--- config.mk ---
export PLATFORM = sky130hd
export DESIGN_NAME = datapath_gen_flat
export DESIGN_NICKNAME = d
export VERILOG_FILES = /design/src/rtl/datapath_if.sv /design/src/rtl/datapath_gen.sv /design/src/flat_wrapper.sv
export SDC_FILE = /design/constraint.sdc
export NUM_CORES = 1
export LEC_CHECK = 0
export BUFFER_PORTS_ARGS = -buffer_cell sky130_fd_sc_hd__buf_2
export CAP_MARGIN = 5
export CORE_MARGIN = 2
export CORE_UTILIZATION = 59
export DETAILED_ROUTE_END_ITERATION = 16
export GPL_TIMING_DRIVEN = 0
export HOLD_SLACK_MARGIN = 0.05
export PLACE_DENSITY = 0.92
export SETUP_SLACK_MARGIN = 0.02
export SYNTH_ARGS = -nofsm -noshare
export SYNTH_HDL_FRONTEND = slang
export SYNTH_SLANG_ARGS = --single-unit
--- constraint.sdc ---
create_clock -name clk -period 9.9 [get_ports clk]
set_input_delay 0.495 -clock clk [delete_from_list [all_inputs] [get_ports clk]]
set_output_delay 0.495 -clock clk [all_outputs]
set_load 0.1 [all_outputs]
--- src/rtl/datapath_if.sv ---
// Control-unit <-> datapath bundle: memory bus, I/O ports, load strobes and status outputs.
// The datapath connects through the slave modport and the control unit through master.
interface datapath_if #(
  parameter int DW = 8,
  parameter int AW = 6
);
  logic [DW-1:0] readdata;
  logic [DW-1:0] IN;
  logic          IRload;
  logic          MRload;
  logic          PCload;
  logic          Aload;
  logic          RFwr;
  logic          outen;
  logic          MemInst;
  logic [2:0]    Jmpsel;
  logic [1:0]    Asel;
  logic [2:0]    ALUsel;
  logic [1:0]    Shiftsel;
  logic          push;
  logic          pop;
  logic [DW-1:0] accout;
  logic [DW-1:0] OUT;
  logic [DW-1:0] INSTR;
  logic [AW-1:0] address;
  logic          zflag;
  logic          cflag;
  logic          stack_full;
  logic          stack_empty;
  logic          stack_err;

  modport master (
    output readdata, IN, IRload, MRload, PCload, Aload, RFwr, outen, MemInst,
           Jmpsel, Asel, ALUsel, Shiftsel, push, pop,
    input  accout, OUT, INSTR, address, zflag, cflag, stack_full, stack_empty, stack_err
  );

  modport slave (
    input  readdata, IN, IRload, MRload, PCload, Aload, RFwr, outen, MemInst,
           Jmpsel, Asel, ALUsel, Shiftsel, push, pop,
    output accout, OUT, INSTR, address, zflag, cflag, stack_full, stack_empty, stack_err
  );
endinterface

--- src/rtl/datapath_gen.sv ---
// Parametrised accumulator datapath: acc, register file, ALU/shifter, OUT, IR, MA, PC, Z/C flags.
// Define DATAPATH_STACK_EN to compile in the CALL/RET return-address stack.
module datapath_gen #(
  parameter int DW     = 8,
  parameter int AW     = 6,
  parameter int NREG   = 8,
  parameter int SDEPTH = 4
) (
  input logic     clk,
  input logic     reset,
  datapath_if.slave dp
);
  localparam int RI = $clog2(NREG);

  logic [DW-1:0] acc_reg;
  logic [DW-1:0] out_reg;
  logic [DW-1:0] ir_reg;
  logic [AW-1:0] pc_reg;
  logic [AW-1:0] ma_reg;
  logic          zflag_reg;
  logic          cflag_reg;
  logic [DW-1:0] rf_reg [NREG];

  logic [RI-1:0] rf_idx;
  logic [DW-1:0] rfout;
  logic [DW:0]   alu_full;
  logic [DW-1:0] alu_res;
  logic          carry_next;
  logic [DW-1:0] shift_res;
  logic [DW-1:0] acc_next;
  logic [AW-1:0] pc_plus1;
  logic [AW-1:0] pc_next;
  logic [AW-1:0] stack_top;

  assign rf_idx = ir_reg[RI-1:0];
  assign rfout  = rf_reg[rf_idx];

  genvar gi;
  generate
    for (gi = 0; gi < NREG; gi++) begin : g_rf
      always_ff @(posedge clk or posedge reset) begin
        if (reset) begin
          rf_reg[gi] <= '0;
        end else if (dp.RFwr && (rf_idx == RI'(gi))) begin
          rf_reg[gi] <= acc_reg;
        end
      end
    end
  endgenerate

  // One extra result bit carries the add carry / subtract borrow; logic ops leave it 0.
  always_comb begin
    alu_full = {1'b0, acc_reg};
    case (dp.ALUsel)
      3'd1:    alu_full = {1'b0, acc_reg} + {1'b0, rfout};
      3'd2:    alu_full = {1'b0, acc_reg} - {1'b0, rfout};
      3'd3:    alu_full = {1'b0, acc_reg & rfout};
      3'd4:    alu_full = {1'b0, acc_reg | rfout};
      3'd5:    alu_full = {1'b0, acc_reg ^ rfout};
      3'd6:    alu_full = {1'b0, ~acc_reg};
      3'd7:    alu_full = {1'b0, rfout};
      default: alu_full = {1'b0, acc_reg};
    endcase
  end

  assign alu_res    = alu_full[DW-1:0];
  assign carry_next = alu_full[DW];

  always_comb begin
    shift_res = alu_res;
    case (dp.Shiftsel)
      2'd1:    shift_res = {alu_res[DW-2:0], 1'b0};
      2'd2:    shift_res = {1'b0, alu_res[DW-1:1]};
      2'd3:    shift_res = {alu_res[0], alu_res[DW-1:1]};
      default: shift_res = alu_res;
    endcase
  end

  always_comb begin
    acc_next = shift_res;
    case (dp.Asel)
      2'd1:    acc_next = rfout;
      2'd2:    acc_next = dp.IN;
      2'd3:    acc_next = dp.readdata;
      default: acc_next = shift_res;
    endcase
  end

  // PC arithmetic wraps silently at AW bits.
  assign pc_plus1 = pc_reg + AW'(1);

  always_comb begin
    pc_next = pc_plus1;
    case (dp.Jmpsel)
      3'd1:    pc_next = dp.readdata[AW-1:0];
      3'd2:    pc_next = pc_reg - ir_reg[AW-1:0];
      3'd3:    pc_next = pc_reg + ir_reg[AW-1:0];
      3'd4:    pc_next = stack_top;
      default: pc_next = pc_plus1;
    endcase
  end

  always_ff @(posedge clk or posedge reset) begin
    if (reset) begin
      acc_reg   <= '0;
      out_reg   <= '0;
      ir_reg    <= '0;
      pc_reg    <= '0;
      ma_reg    <= '0;
      zflag_reg <= 1'b0;
      cflag_reg <= 1'b0;
    end else begin
      if (dp.Aload)  acc_reg <= acc_next;
      if (dp.outen)  out_reg <= acc_reg;
      if (dp.IRload) ir_reg  <= dp.readdata;
      if (dp.MRload) ma_reg  <= dp.readdata[AW-1:0];
      if (dp.PCload) pc_reg  <= pc_next;
      if (dp.Aload && (dp.Asel == 2'd0)) begin
        zflag_reg <= (shift_res == '0);
        cflag_reg <= carry_next;
      end
    end
  end

  assign dp.accout  = acc_reg;
  assign dp.OUT     = out_reg;
  assign dp.INSTR   = ir_reg;
  assign dp.address = dp.MemInst ? ma_reg : pc_reg;
  assign dp.zflag   = zflag_reg;
  assign dp.cflag   = cflag_reg;

`ifdef DATAPATH_STACK_EN
  localparam int CW = $clog2(SDEPTH + 1);
  localparam int SI = (SDEPTH > 1) ? $clog2(SDEPTH) : 1;

  logic [CW-1:0] count_reg;
  logic          err_reg;
  logic [AW-1:0] stack_mem [SDEPTH];
  logic          is_full;
  logic          is_empty;
  logic [CW-1:0] top_ptr;
  logic          do_push;
  logic          do_pop;
  logic          do_replace;

  assign is_full  = (count_reg == CW'(SDEPTH));
  assign is_empty = (count_reg == '0);
  assign top_ptr  = count_reg - CW'(1);
  assign stack_top = is_empty ? '0 : stack_mem[top_ptr[SI-1:0]];

  // push+pop on a non-empty stack rewrites the top in place; on an empty one it is a plain push.
  assign do_replace = dp.push && dp.pop && !is_empty;
  assign do_push    = dp.push && !(dp.pop && !is_empty);
  assign do_pop     = dp.pop && !dp.push;

  always_ff @(posedge clk or posedge reset) begin
    if (reset) begin
      count_reg <= '0;
      err_reg   <= 1'b0;
    end else if (do_push) begin
      if (is_full) err_reg <= 1'b1;
      else         count_reg <= count_reg + CW'(1);
    end else if (do_pop) begin
      if (is_empty) err_reg <= 1'b1;
      else          count_reg <= count_reg - CW'(1);
    end
  end

  always_ff @(posedge clk) begin
    if (!reset) begin
      if (do_push && !is_full) stack_mem[count_reg[SI-1:0]] <= pc_plus1;
      else if (do_replace)     stack_mem[top_ptr[SI-1:0]]   <= pc_plus1;
    end
  end

  assign dp.stack_full  = is_full;
  assign dp.stack_empty = is_empty;
  assign dp.stack_err   = err_reg;
`else
  localparam int unused_sdepth = SDEPTH;
  logic unused_stack_strobes;

  assign unused_stack_strobes = dp.push ^ dp.pop;
  assign stack_top      = pc_plus1;
  assign dp.stack_full  = 1'b0;
  assign dp.stack_empty = 1'b1;
  assign dp.stack_err   = 1'b0;
`endif

endmodule

--- src/flat_wrapper.sv ---
// flat-port wrapper written by rule: the top's interface ports become plain ports
module datapath_gen_flat 
#(
  parameter int DW     = 8,
  parameter int AW     = 6,
  parameter int NREG   = 8,
  parameter int SDEPTH = 4
)
  (clk, reset, dp_readdata, dp_IN, dp_IRload, dp_MRload, dp_PCload, dp_Aload, dp_RFwr, dp_outen, dp_MemInst, dp_Jmpsel, dp_Asel, dp_ALUsel, dp_Shiftsel, dp_push, dp_pop, dp_accout, dp_OUT, dp_INSTR, dp_address, dp_zflag, dp_cflag, dp_stack_full, dp_stack_empty, dp_stack_err);
  datapath_if #(.DW(DW), .AW(AW)) dp_i ();
  input logic clk;
  input logic reset;
  input wire logic [$bits(dp_i.readdata)-1:0] dp_readdata;
  input wire logic [$bits(dp_i.IN)-1:0] dp_IN;
  input wire logic [$bits(dp_i.IRload)-1:0] dp_IRload;
  input wire logic [$bits(dp_i.MRload)-1:0] dp_MRload;
  input wire logic [$bits(dp_i.PCload)-1:0] dp_PCload;
  input wire logic [$bits(dp_i.Aload)-1:0] dp_Aload;
  input wire logic [$bits(dp_i.RFwr)-1:0] dp_RFwr;
  input wire logic [$bits(dp_i.outen)-1:0] dp_outen;
  input wire logic [$bits(dp_i.MemInst)-1:0] dp_MemInst;
  input wire logic [$bits(dp_i.Jmpsel)-1:0] dp_Jmpsel;
  input wire logic [$bits(dp_i.Asel)-1:0] dp_Asel;
  input wire logic [$bits(dp_i.ALUsel)-1:0] dp_ALUsel;
  input wire logic [$bits(dp_i.Shiftsel)-1:0] dp_Shiftsel;
  input wire logic [$bits(dp_i.push)-1:0] dp_push;
  input wire logic [$bits(dp_i.pop)-1:0] dp_pop;
  output wire logic [$bits(dp_i.accout)-1:0] dp_accout;
  output wire logic [$bits(dp_i.OUT)-1:0] dp_OUT;
  output wire logic [$bits(dp_i.INSTR)-1:0] dp_INSTR;
  output wire logic [$bits(dp_i.address)-1:0] dp_address;
  output wire logic [$bits(dp_i.zflag)-1:0] dp_zflag;
  output wire logic [$bits(dp_i.cflag)-1:0] dp_cflag;
  output wire logic [$bits(dp_i.stack_full)-1:0] dp_stack_full;
  output wire logic [$bits(dp_i.stack_empty)-1:0] dp_stack_empty;
  output wire logic [$bits(dp_i.stack_err)-1:0] dp_stack_err;
  assign dp_i.readdata = dp_readdata;
  assign dp_i.IN = dp_IN;
  assign dp_i.IRload = dp_IRload;
  assign dp_i.MRload = dp_MRload;
  assign dp_i.PCload = dp_PCload;
  assign dp_i.Aload = dp_Aload;
  assign dp_i.RFwr = dp_RFwr;
  assign dp_i.outen = dp_outen;
  assign dp_i.MemInst = dp_MemInst;
  assign dp_i.Jmpsel = dp_Jmpsel;
  assign dp_i.Asel = dp_Asel;
  assign dp_i.ALUsel = dp_ALUsel;
  assign dp_i.Shiftsel = dp_Shiftsel;
  assign dp_i.push = dp_push;
  assign dp_i.pop = dp_pop;
  assign dp_accout = dp_i.accout;
  assign dp_OUT = dp_i.OUT;
  assign dp_INSTR = dp_i.INSTR;
  assign dp_address = dp_i.address;
  assign dp_zflag = dp_i.zflag;
  assign dp_cflag = dp_i.cflag;
  assign dp_stack_full = dp_i.stack_full;
  assign dp_stack_empty = dp_i.stack_empty;
  assign dp_stack_err = dp_i.stack_err;
  datapath_gen #(.DW(DW), .AW(AW), .NREG(NREG), .SDEPTH(SDEPTH)) u_core (.clk(clk), .reset(reset), .dp(dp_i));
endmodule
==> run_results.csv <==
group,metric,value,unit
status,status,"finished, final reports clean",
route,drt-pass1-iter-count,5,
die,die_w,109,um
setup_path,worstSetupPathType,"register to register",
power,leakage,3.39,nW
sta,rsz0062_at_grt,"false",
setup_path,startpoint_type,"register",
global_route,grt_usage,0.324,
route,wl,18600,um
setup_path,worstPathArrival,5.50,ns
power,ir_drop,0.000176,V
sta,finalSetupViolCount,0,
route,vias,5722,
logic_synthesis,synthCells,668,
die,rows,38,
sta,finalHoldViolCount,0,
layout,largest_reg_flops,64,
logic_synthesis,async_reset_ff_frac,1.00,
die,start_util,0.602,
clock_tree,htree_levels,3,
clock_tree,cts_tree,"yes",
placed_design,dpl_cell_area,7000,um2
die,ios,72,
clock_tree,clock-sinks,102,
sta,finalClockSkew,0.0143,ns
logic_synthesis,ys_ff_latch,102,
min_path,min_path_type,"primary input to asynchronous set/reset pin",
clock_tree,cts_root_buf,"clkbuf_8",
route,ant_nets,0,
route,routed-wl-met3,1680,um
logic_synthesis,synth.top_cell.area_share,0.393,
logic_synthesis,ys_warn_count,0,
global_route,grt_pass1_vias,5666,
layout,most-common-layout-cells,"102 x dfrtp_1, 92 x nand2_1, 82 x o21ai_0",
logic_synthesis,yosysTopAreaCell,"dfrtp_1",
logic_synthesis,ys_seq_area_frac,0.393,
global_route,grt_antenna_before_repair,0,
global_route,grt_max_degree,75,
placed_design,dp_hpwl,13500,um
route,wl_met1,7220,um
sta,fmax,194,MHz
placed_design,gp_congestion,0.986,
global_route,grt_pass1_wl,28900,um
logic_synthesis,syn_area,6490,um2
layout,fillers,817,
route,vias_per_cell,6.46,
clock_tree,clkLatencyLatePin,0.39,ns
route,drc,0,
sta,fin_crit_sh,0.521,
clock_tree,numCtsBuffers,9,
route,drt_iter0_markers,713,
layout,drive_gt1_frac,0.192,
die,die_h,109,um
sta,period_minus_slack,5.16,ns
setup_path,end_kind,"register",
die,core,10800,um2
die,die_area,11900,um2
power,powerDensity,263,nW/um2
route,wl_per_cell,21.0,um
clock_tree,path_clk_slew,0.11,ns
setup_path,worst_ep_required_time,10.24,ns
layout,n_antenna_cell,0,
clock_tree,postCtsSetupBuffers,0,
sta,tns,0,ns
clock_tree,cts_buffer_depth,2,
route,wl_met2,8970,um
sta,slew_headroom,0.417,
sta,worstMarginPinSlew,0.850,ns
logic_synthesis,syn_area_per_cell,9.72,um2
layout,final_nets,817,
layout,area_growth,11.1,%
sta,finalMaxSlewViolations,0,
layout,final_common_cell,"dfrtp_1",
logic_synthesis,ys_top_cells_by_area,"dfrtp_1 39%, ha_1 7.1%, o21ai_0 6.3%, nand2_1 5.3%, mux2_2 4.7%",
sta,fin_hold_ws,0.0964,ns
layout,post-route-cell-area,7210,um2
global_route,gr-total-overflow,0,
logic_synthesis,synthFlopType,"dfrtp_1",
setup_path,crit_fanout,10,
clock_tree,cts_hold_buf,0,
flow_run,max_cap_violations,0,
clock_tree,post_cts_resized,0,
logic_synthesis,synth_cell_types,71,
logic_synthesis,synth_edf_count,0,
route,highest-signal-layer,"met4",
placed_design,io_buffers,60,
-- routing by layer --
layer  global-route usage  vias up
li1                     -     2545
met1                0.404     2808
met2                0.522      312
met3               0.0873       57
met4                0.157        0
met5                    0        -
-- per-stage QoR --
step	power [W]	util	instances	setup slack [ns]
finish	0.00190	0.668	886	4.74
global route	0.00201	0.668	886	4.48
CTS	0.00188	0.668	886	4.93
detailed placement	0.00159	0.649	870	5.00
global placement	0.00153	0.646	869	5.09
floorplan	0.00137	-	669	5.30
-- cells by family (layout without fill, tap and decap cells) --
kind of cell             count (synthesis)  count (layout)  share of synthesized area
adder cells (fa/ha/maj)                 39              39                     0.0774
AND/OR/NAND/NOR                        176             176                      0.116
multiplexers                            70              70                      0.153
flip-flops                             102             102                      0.393
other                                    2               3                    0.00116
AO/OA/AOI/OAI                          188             188                      0.186
XOR/XNOR                                18              18                     0.0243
buffers and inverters                   73             150                     0.0493
-- cell usage after synthesis, types with 3 or more instances --
| cell | n |
|---|---|
| a211oi_1 | 4 |
| xor2_1 | 5 |
| a22o_1 | 3 |
| mux2_2 | 27 |
| or3_1 | 3 |
| a31oi_1 | 4 |
| mux2i_1 | 24 |
| o31ai_1 | 3 |
| mux4_2 | 5 |
| buf_4 | 3 |
| nand2_1 | 92 |
| nor3_1 | 6 |
| o22ai_1 | 4 |
| o22a_1 | 3 |
| o21ai_0 | 82 |
| buf_2 | 7 |
| inv_1 | 25 |
| a21o_1 | 5 |
| ha_1 | 37 |
| a21oi_1 | 33 |
| nor2b_1 | 6 |
| dfrtp_1 | 102 |
| o221ai_1 | 10 |
| o211ai_1 | 4 |
| a211o_1 | 3 |
| nand3_1 | 11 |
| clkinv_1 | 7 |
| mux4_1 | 11 |
| xnor2_1 | 13 |
| nor2_1 | 41 |
| nand2b_1 | 6 |
| clkbuf_1 | 25 |
-- worst paths after layout --
path                            slack (ns)             endpoint                from  cells after the start
max in group asynchronous             9.12    u_core.rf_reg[36]               reset                      3
min in group clk                      0.36   u_core.dp.INSTR[7]      dp_readdata[7]                      2
worst max register to register        4.74  u_core.dp.accout[6]  u_core.dp.INSTR[2]                     16
worst min-delay path                   0.1     u_core.ma_reg[5]               reset                      2
worst min register to register        0.48      u_core.dp.cflag     u_core.dp.cflag                      2
worst max-delay path                  4.74  u_core.dp.accout[6]  u_core.dp.INSTR[2]                     16
-- critical path, stage by stage (launching register included) --
cell	delay, ns
dfrtp_1	0.50
buf_2	0.32
buf_2	0.29
mux4_2	0.33
mux2i_1	0.69
ha_1	0.36
nor2_1	0.10
a21oi_1	0.08
fa_1	0.52
nand2b_1	0.20
a211oi_1	0.31
nor3_1	0.11
o31ai_1	0.60
nor2_1	0.14
a211oi_1	0.27
a211o_1	0.14
o221a_2	0.17
-- power breakdown --
group | leakage (nW) | switching [W] | internal (W)
logic | 2.00 | 0.000657 | 0.000339
registers | 1.28 | 0.0000828 | 0.000533
clock network | 0.105 | 0.000165 | 0.000123
total | 3.39 | 0.000905 | 0.000996
-- final cells by class --
class	count	area, um2	share of cell area
clock buffer	9	124	0.0172
tap	140	175	0.0243
sequential	102	2550	0.354
buffer	39	193	0.0267
timing repair buffer	61	328	0.0454
clock inverter	7	86.3	0.0120
multi-input combinational	494	3630	0.503
inverter	34	130	0.0180
No activity file was read; power rests on OpenSTA's default activity.
